--- src/rtl/sinc_pkg.sv ---
// ============================================================================
//  Module      : sinc_pkg
//  Description : Shared definitions for the sequential signed incrementer:
//                FSM state encoding and width-parametrised rail helpers used
//                when saturating arithmetic is built in (SINC_SAT_EN).
//  Revision    : 1.0 - initial release
// ============================================================================
`default_nettype none

package sinc_pkg;

    // Controller states; the encoding is fixed so external observers and
    // scheduled-datapath tooling can decode it consistently.
    typedef enum logic [1:0] {
        ST_IDLE = 2'd0,
        ST_RUN  = 2'd1,
        ST_DONE = 2'd2
    } sinc_state_t;

    // Widest data width the rail helpers can describe.
    localparam int unsigned SINC_RAIL_W = 64;

    // Largest positive two's complement value of a w-bit signed number,
    // returned zero-extended in a SINC_RAIL_W-bit vector.
    function automatic logic [SINC_RAIL_W-1:0] sinc_max_rail(input int unsigned w);
        logic [SINC_RAIL_W-1:0] one;
        one = {{(SINC_RAIL_W-1){1'b0}}, 1'b1};
        return (one << (w - 1)) - one;
    endfunction

    // Most negative two's complement value of a w-bit signed number; only the
    // low w bits of the result are meaningful.
    function automatic logic [SINC_RAIL_W-1:0] sinc_min_rail(input int unsigned w);
        return ~sinc_max_rail(w);
    endfunction

endpackage : sinc_pkg

`default_nettype wire

--- src/rtl/sinc_step.sv ---
// ============================================================================
//  Module      : sinc_step
//  Description : Combinational signed +/-STEP stage. Computes x +/- STEP at
//                DATAWIDTH+1 bits and flags overflow of the DATAWIDTH range.
//                Macro SINC_SAT_EN: defined -> clamp to max/min rail on
//                overflow; undefined -> wrap modulo 2^DATAWIDTH.
//  Revision    : 1.0 - initial release
// ============================================================================
`default_nettype none

module sinc_step
    import sinc_pkg::*;
#(
    parameter int          DATAWIDTH = 8,
    parameter int unsigned STEP      = 1
) (
    input  logic [DATAWIDTH-1:0] x,
    input  logic                 dir,
    output logic [DATAWIDTH-1:0] y,
    output logic                 ov
);

    // Step magnitude at the widened internal precision.
    localparam logic [DATAWIDTH:0] STEP_EXT = (DATAWIDTH+1)'(STEP);

`ifdef SINC_SAT_EN
    localparam logic [SINC_RAIL_W-1:0] MAX_FULL = sinc_max_rail(DATAWIDTH);
    localparam logic [SINC_RAIL_W-1:0] MIN_FULL = sinc_min_rail(DATAWIDTH);
    localparam logic [DATAWIDTH-1:0]   MAX_RAIL = MAX_FULL[DATAWIDTH-1:0];
    localparam logic [DATAWIDTH-1:0]   MIN_RAIL = MIN_FULL[DATAWIDTH-1:0];
`endif

    logic [DATAWIDTH:0] x_ext;
    logic [DATAWIDTH:0] sum;

    // One guard bit is enough: |STEP| < 2^(DATAWIDTH-1) keeps the true result
    // inside the DATAWIDTH+1 range, so the top two bits differ only on overflow.
    always_comb begin
        x_ext = {x[DATAWIDTH-1], x};
        sum   = dir ? (x_ext - STEP_EXT) : (x_ext + STEP_EXT);
        ov    = sum[DATAWIDTH] ^ sum[DATAWIDTH-1];
`ifdef SINC_SAT_EN
        if (ov) begin
            y = dir ? MIN_RAIL : MAX_RAIL;
        end else begin
            y = sum[DATAWIDTH-1:0];
        end
`else
        y = sum[DATAWIDTH-1:0];
`endif
    end

endmodule : sinc_step

`default_nettype wire

--- src/rtl/sinc_seq_counter.sv ---
// ============================================================================
//  Module      : sinc_seq_counter
//  Description : Sequential signed index generator. Loads a signed start
//                value on an accepted start, then applies +STEP or -STEP once
//                per clock for len cycles, with busy/done handshake and a
//                sticky overflow flag. Overflow behaviour (wrap vs. saturate)
//                is selected by macro SINC_SAT_EN inside sinc_step.
//  Revision    : 1.0 - initial release
// ============================================================================
`default_nettype none

module sinc_seq_counter
    import sinc_pkg::*;
#(
    parameter int          DATAWIDTH = 8,
    parameter int          CNTWIDTH  = 4,
    parameter int unsigned STEP      = 1
) (
    input  logic                 Clk,
    input  logic                 Rst,
    input  logic                 start,
    input  logic                 dir,
    input  logic [DATAWIDTH-1:0] a,
    input  logic [CNTWIDTH-1:0]  len,
    output logic [DATAWIDTH-1:0] d,
    output logic                 busy,
    output logic                 done,
    output logic                 ovf
);

    sinc_state_t          state_q, state_d;
    logic [DATAWIDTH-1:0] d_q,     d_d;
    logic [CNTWIDTH-1:0]  rem_q,   rem_d;
    logic                 dir_q,   dir_d;
    logic                 ovf_q,   ovf_d;
    logic                 busy_q,  busy_d;
    logic                 done_q,  done_d;

    logic [DATAWIDTH-1:0] step_y;
    logic                 step_ov;

    // Arithmetic stage always works on the registered value and latched dir.
    sinc_step #(
        .DATAWIDTH (DATAWIDTH),
        .STEP      (STEP)
    ) u_step (
        .x   (d_q),
        .dir (dir_q),
        .y   (step_y),
        .ov  (step_ov)
    );

    // Next-state and next-output logic; busy/done are computed one cycle
    // ahead so that the outputs come straight from flops.
    always_comb begin
        state_d = state_q;
        d_d     = d_q;
        rem_d   = rem_q;
        dir_d   = dir_q;
        ovf_d   = ovf_q;
        busy_d  = busy_q;
        done_d  = 1'b0;
        case (state_q)
            ST_IDLE: begin
                if (start) begin
                    d_d     = a;
                    rem_d   = len;
                    dir_d   = dir;
                    ovf_d   = 1'b0;
                    busy_d  = 1'b1;
                    state_d = ST_RUN;
                end
            end
            ST_RUN: begin
                if (rem_q != '0) begin
                    d_d   = step_y;
                    rem_d = rem_q - CNTWIDTH'(1);
                    if (step_ov) begin
                        ovf_d = 1'b1;
                    end
                end else begin
                    done_d  = 1'b1;
                    state_d = ST_DONE;
                end
            end
            ST_DONE: begin
                busy_d  = 1'b0;
                state_d = ST_IDLE;
            end
            default: begin
                busy_d  = 1'b0;
                state_d = ST_IDLE;
            end
        endcase
    end

    // State and output registers; reset aborts any run without a done pulse.
    always_ff @(posedge Clk or posedge Rst) begin
        if (Rst) begin
            state_q <= ST_IDLE;
            d_q     <= '0;
            rem_q   <= '0;
            dir_q   <= 1'b0;
            ovf_q   <= 1'b0;
            busy_q  <= 1'b0;
            done_q  <= 1'b0;
        end else begin
            state_q <= state_d;
            d_q     <= d_d;
            rem_q   <= rem_d;
            dir_q   <= dir_d;
            ovf_q   <= ovf_d;
            busy_q  <= busy_d;
            done_q  <= done_d;
        end
    end

    assign d    = d_q;
    assign busy = busy_q;
    assign done = done_q;
    assign ovf  = ovf_q;

endmodule : sinc_seq_counter

`default_nettype wire

--- config.mk ---
export PLATFORM = sky130hd
export DESIGN_NAME = sinc_seq_counter
export DESIGN_NICKNAME = d
export VERILOG_FILES = /design/src/rtl/sinc_pkg.sv /design/src/rtl/sinc_step.sv /design/src/rtl/sinc_seq_counter.sv
export SDC_FILE = /design/constraint.sdc
export NUM_CORES = 1
export LEC_CHECK = 0
export BUFFER_PORTS_ARGS = -buffer_cell sky130_fd_sc_hd__buf_4
export CAP_MARGIN = 40
export CORE_ASPECT_RATIO = 1.4
export CORE_UTILIZATION = 40
export CTS_BUF_LIST = sky130_fd_sc_hd__clkbuf_4 sky130_fd_sc_hd__clkbuf_8
export DETAILED_ROUTE_END_ITERATION = 10
export GPL_ROUTABILITY_DRIVEN = 1
export HOLD_SLACK_MARGIN = 0.02
export SLEW_MARGIN = 20
export SYNTH_ARGS = -nofsm -noshare
export SYNTH_HDL_FRONTEND = slang
export SYNTH_SLANG_ARGS = --single-unit
--- constraint.sdc ---
create_clock -name Clk -period 2.8 [get_ports Clk]
set_clock_uncertainty 0.1 [all_clocks]
set_input_delay 0.28 -clock Clk [delete_from_list [all_inputs] [get_ports Clk]]
set_output_delay 0.28 -clock Clk [all_outputs]
set_load 0.01 [all_outputs]
==> reports/qor.txt <==
outcome -> complete, no violations
Critical Path Fanout Max -> 9
vias in the first global route -> 940
vias after detailed routing -> 966
Synth Cell Area -> 1140 µm²
# IOs -> 27
sequential share of the synthesized area -> 0.395
Num Clock Sinks -> 18
Core ar. -> 2670 µm²
post-route ant nets -> 0
reg2reg start -> dir_q
Worst-Skew Late Latency -> 0.30 ns
dpl ws -> 0.716 ns
CP max stage delay -> 0.55 ns
cell row count -> 22
antenna violations before repair -> 0
largest net degree at the start of global routing -> 19
Hold Buf Count CTS -> 1
fin. max-slew vios -> 0
setup violators final -> 0
Post-CTS Repair Setup Buffers -> 0
CTS Root Cell -> clkbuf_4
largest cells by area after synthesis -> dfrtp_1 (40%), ha_1 (8.8%), a21oi_1 (5.3%), xor2_1 (3.8%), nand2_1 (3.6%)
worst-margin pin slew -> 0.717 ns
Critical Path, Cell by Cell -> inv_1 > fa_1 > nand2b_1 > a21oi_1 > a31oi_1 > xor2_1 > o211ai_1
placed insts -> 180
Hold Path Class -> primary input to register
total gr overflow -> 0
ys async rst share -> 1.00
EDFF count, synth -> 0
Buf/Inv on CP -> 1
final worst path period need -> 2.08 ns
Yosys Warn Count -> 0
clock slew seen by the registers of the worst setup and hold paths -> 0.12 ns
Non-Filler Instances -> 185
die width -> 47.1 µm
Routed WL -> 2430 µm
WHS Path Cells -> 2
Pleak -> 0.692 nW
dominant cell type by area after synthesis -> dfrtp_1
Setup Crit Path Kind -> register to register
fmax -> 481 MHz
H-tree depth -> 1
first-pass GRT wire length -> 4200 µm
area added between synthesis and finish -> 21.8%
diodes inserted -> 0
layout cells sized above 1 -> 0.255
Min-Delay Endpoint -> dir_q
arrival time at the worst endpoint -> 2.21 ns
Power Density -> 1460 nW/µm²
worst r2r path cells -> 7
CTS tree -> done
fin util -> 0.520
setup TNS -> 0 ns
Crit. End Element -> register
library cells used by synthesis -> 35
Min Hold Slack -> 0.111 ns
CP Launch Type -> register
CTS-repair resized insts -> 0
commonest cells in the netlist -> dfrtp_1 (18), a21oi_1 (12), nand2_1 (11), nor2_1 (11)
Synth Area per Inst -> 9.34 µm²
routability-driven placement congestion ratio -> 0.797
Num CTS Buffers -> 3
Syn Inst Count -> 122
top-count cell post-synth -> dfrtp_1
DIE AREA -> 3070 µm²
nets -> 175
DR iter-0 viols -> 6
Final Hold Fails -> 0
final worst slack -> 0.719 ns
Initial Util -> 0.427
post-synth top area share -> 0.395
Total GRT Usage -> 0.189
final period utilization -> 0.743
Most used DFF post-synth -> dfrtp_1
DPL Wire Length -> 1850 µm
Port Buffers -> 26
VDD IR max -> 0.000848 V
syn nets -> 147
WL/cell -> 13.1 µm
Reg2Reg Setup Slack -> 0.72 ns
slew margin rel. -> 0.521
Die Y-Extent -> 65.2 µm
CP max-delay cell -> dfrtp_1
vias per cell -> 5.22
DRC violations left -> 0
end of the worst register-to-register path -> d[6]
Critical Path RT -> 2.93 ns
max cap viols -> 0
Hold Startpoint -> dir
RSZ-0062 raised after global routing -> no
number of detailed-route iterations in the first pass -> 4
synthesized flop and latch total -> 18
Max clock buf depth -> 2
Top Family by Delay on Critical Path -> compound AO/OA/AOI/OAI gates
[kinds of logic (layout without fill, tap and decap cells)]
logic type      Yosys count  after routing  share of synthesized area
simple gates             39             39                      0.177
compound gates           35             35                      0.193
buf+inv                  14             41                     0.0735
mux                       1              1                    0.00988
flops                    18             18                      0.395
fa+ha+maj                 9              9                      0.105
xor+xnor                  6              6                     0.0461
[how the worst max path moves through the flow]
stage	from	to	slack, ns	depth (start not counted)
global route	dir_q	d[6]	0.58	7
CTS	rem_q[0]	d[7]	0.71	9
finish	dir_q	d[6]	0.72	7
global placement	rem_q[0]	d[7]	0.73	9
detailed placement	rem_q[0]	d[7]	0.72	9
floorplan	rem_q[0]	d[7]	0.88	10
[where the power goes]
| part | leakage, nW | internal (mW) | switching [mW] |
|---|---|---|---|
| sequential | 0.210 | 0.394 | 0.109 |
| combinational | 0.461 | 0.620 | 0.735 |
| clock | 0.0210 | 0.0792 | 0.0877 |
[placed cells by master, fill, tap and decap left out]
master	instances
dlygate4sd3_1	1
nand2b_1	2
o21bai_1	1
a311oi_1	1
clkbuf_4	3
o21ai_1	1
a31o_2	2
clkbuf_8	1
fa_1	1
a31oi_1	4
inv_1	8
or3_1	1
nand2_1	11
a21o_1	4
nand2_4	1
nor2b_1	1
nand3_1	6
inv_6	1
a211oi_1	2
or3b_1	1
xnor2_1	1
ha_1	8
o211ai_1	4
or3b_4	1
a21oi_1	12
buf_4	27
and4_1	2
o22ai_1	1
dfrtp_1	18
and3_1	1
and2_4	1
xor2_1	5
nor2_1	11
mux2_2	1
o21ai_0	3
[final cells by class]
type	instances	area (µm²)
Sequential cell	18	450
Tap cell	36	45.0
Fill cell	281	1280
Timing Repair Buffer	28	213
Inverter	9	38.8
Clock buffer	4	36.3
Multi-Input combinational cell	90	606
[metrics by stage]
stage	total power [mW]	instance area, µm²
6_report	2.02	1390
4_1_cts	2.05	1390
3_5_place_dp	1.88	1340
5_1_grt	2.25	1390
2_1_floorplan	1.58	1140
3_3_place_gp	1.86	1340
[flip-flops by register name, summed over array words and instances (netlist names)]
| signal | flops |
|---|---|
| rem_q | 4 |
| state_q | 2 |
| done | 1 |
| dir_q | 1 |
| ovf | 1 |
| busy | 1 |
| d | 8 |
[per-layer routing]
metal	GRT usage	up-vias	wire, µm
met2	0.306	21	1250
met5	0	-	0
met4	0.0750	0	25
met3	0.0165	2	58
met1	0.254	457	1100
li1	-	486	-
[worst register-to-register path, stage by stage (launching register included)]
cell	delay [ns]
dfrtp_1	0.55
inv_1	0.10
fa_1	0.38
nand2b_1	0.17
a21oi_1	0.27
a31oi_1	0.14
xor2_1	0.15
o211ai_1	0.15
(Power assumes the default switching activity.)
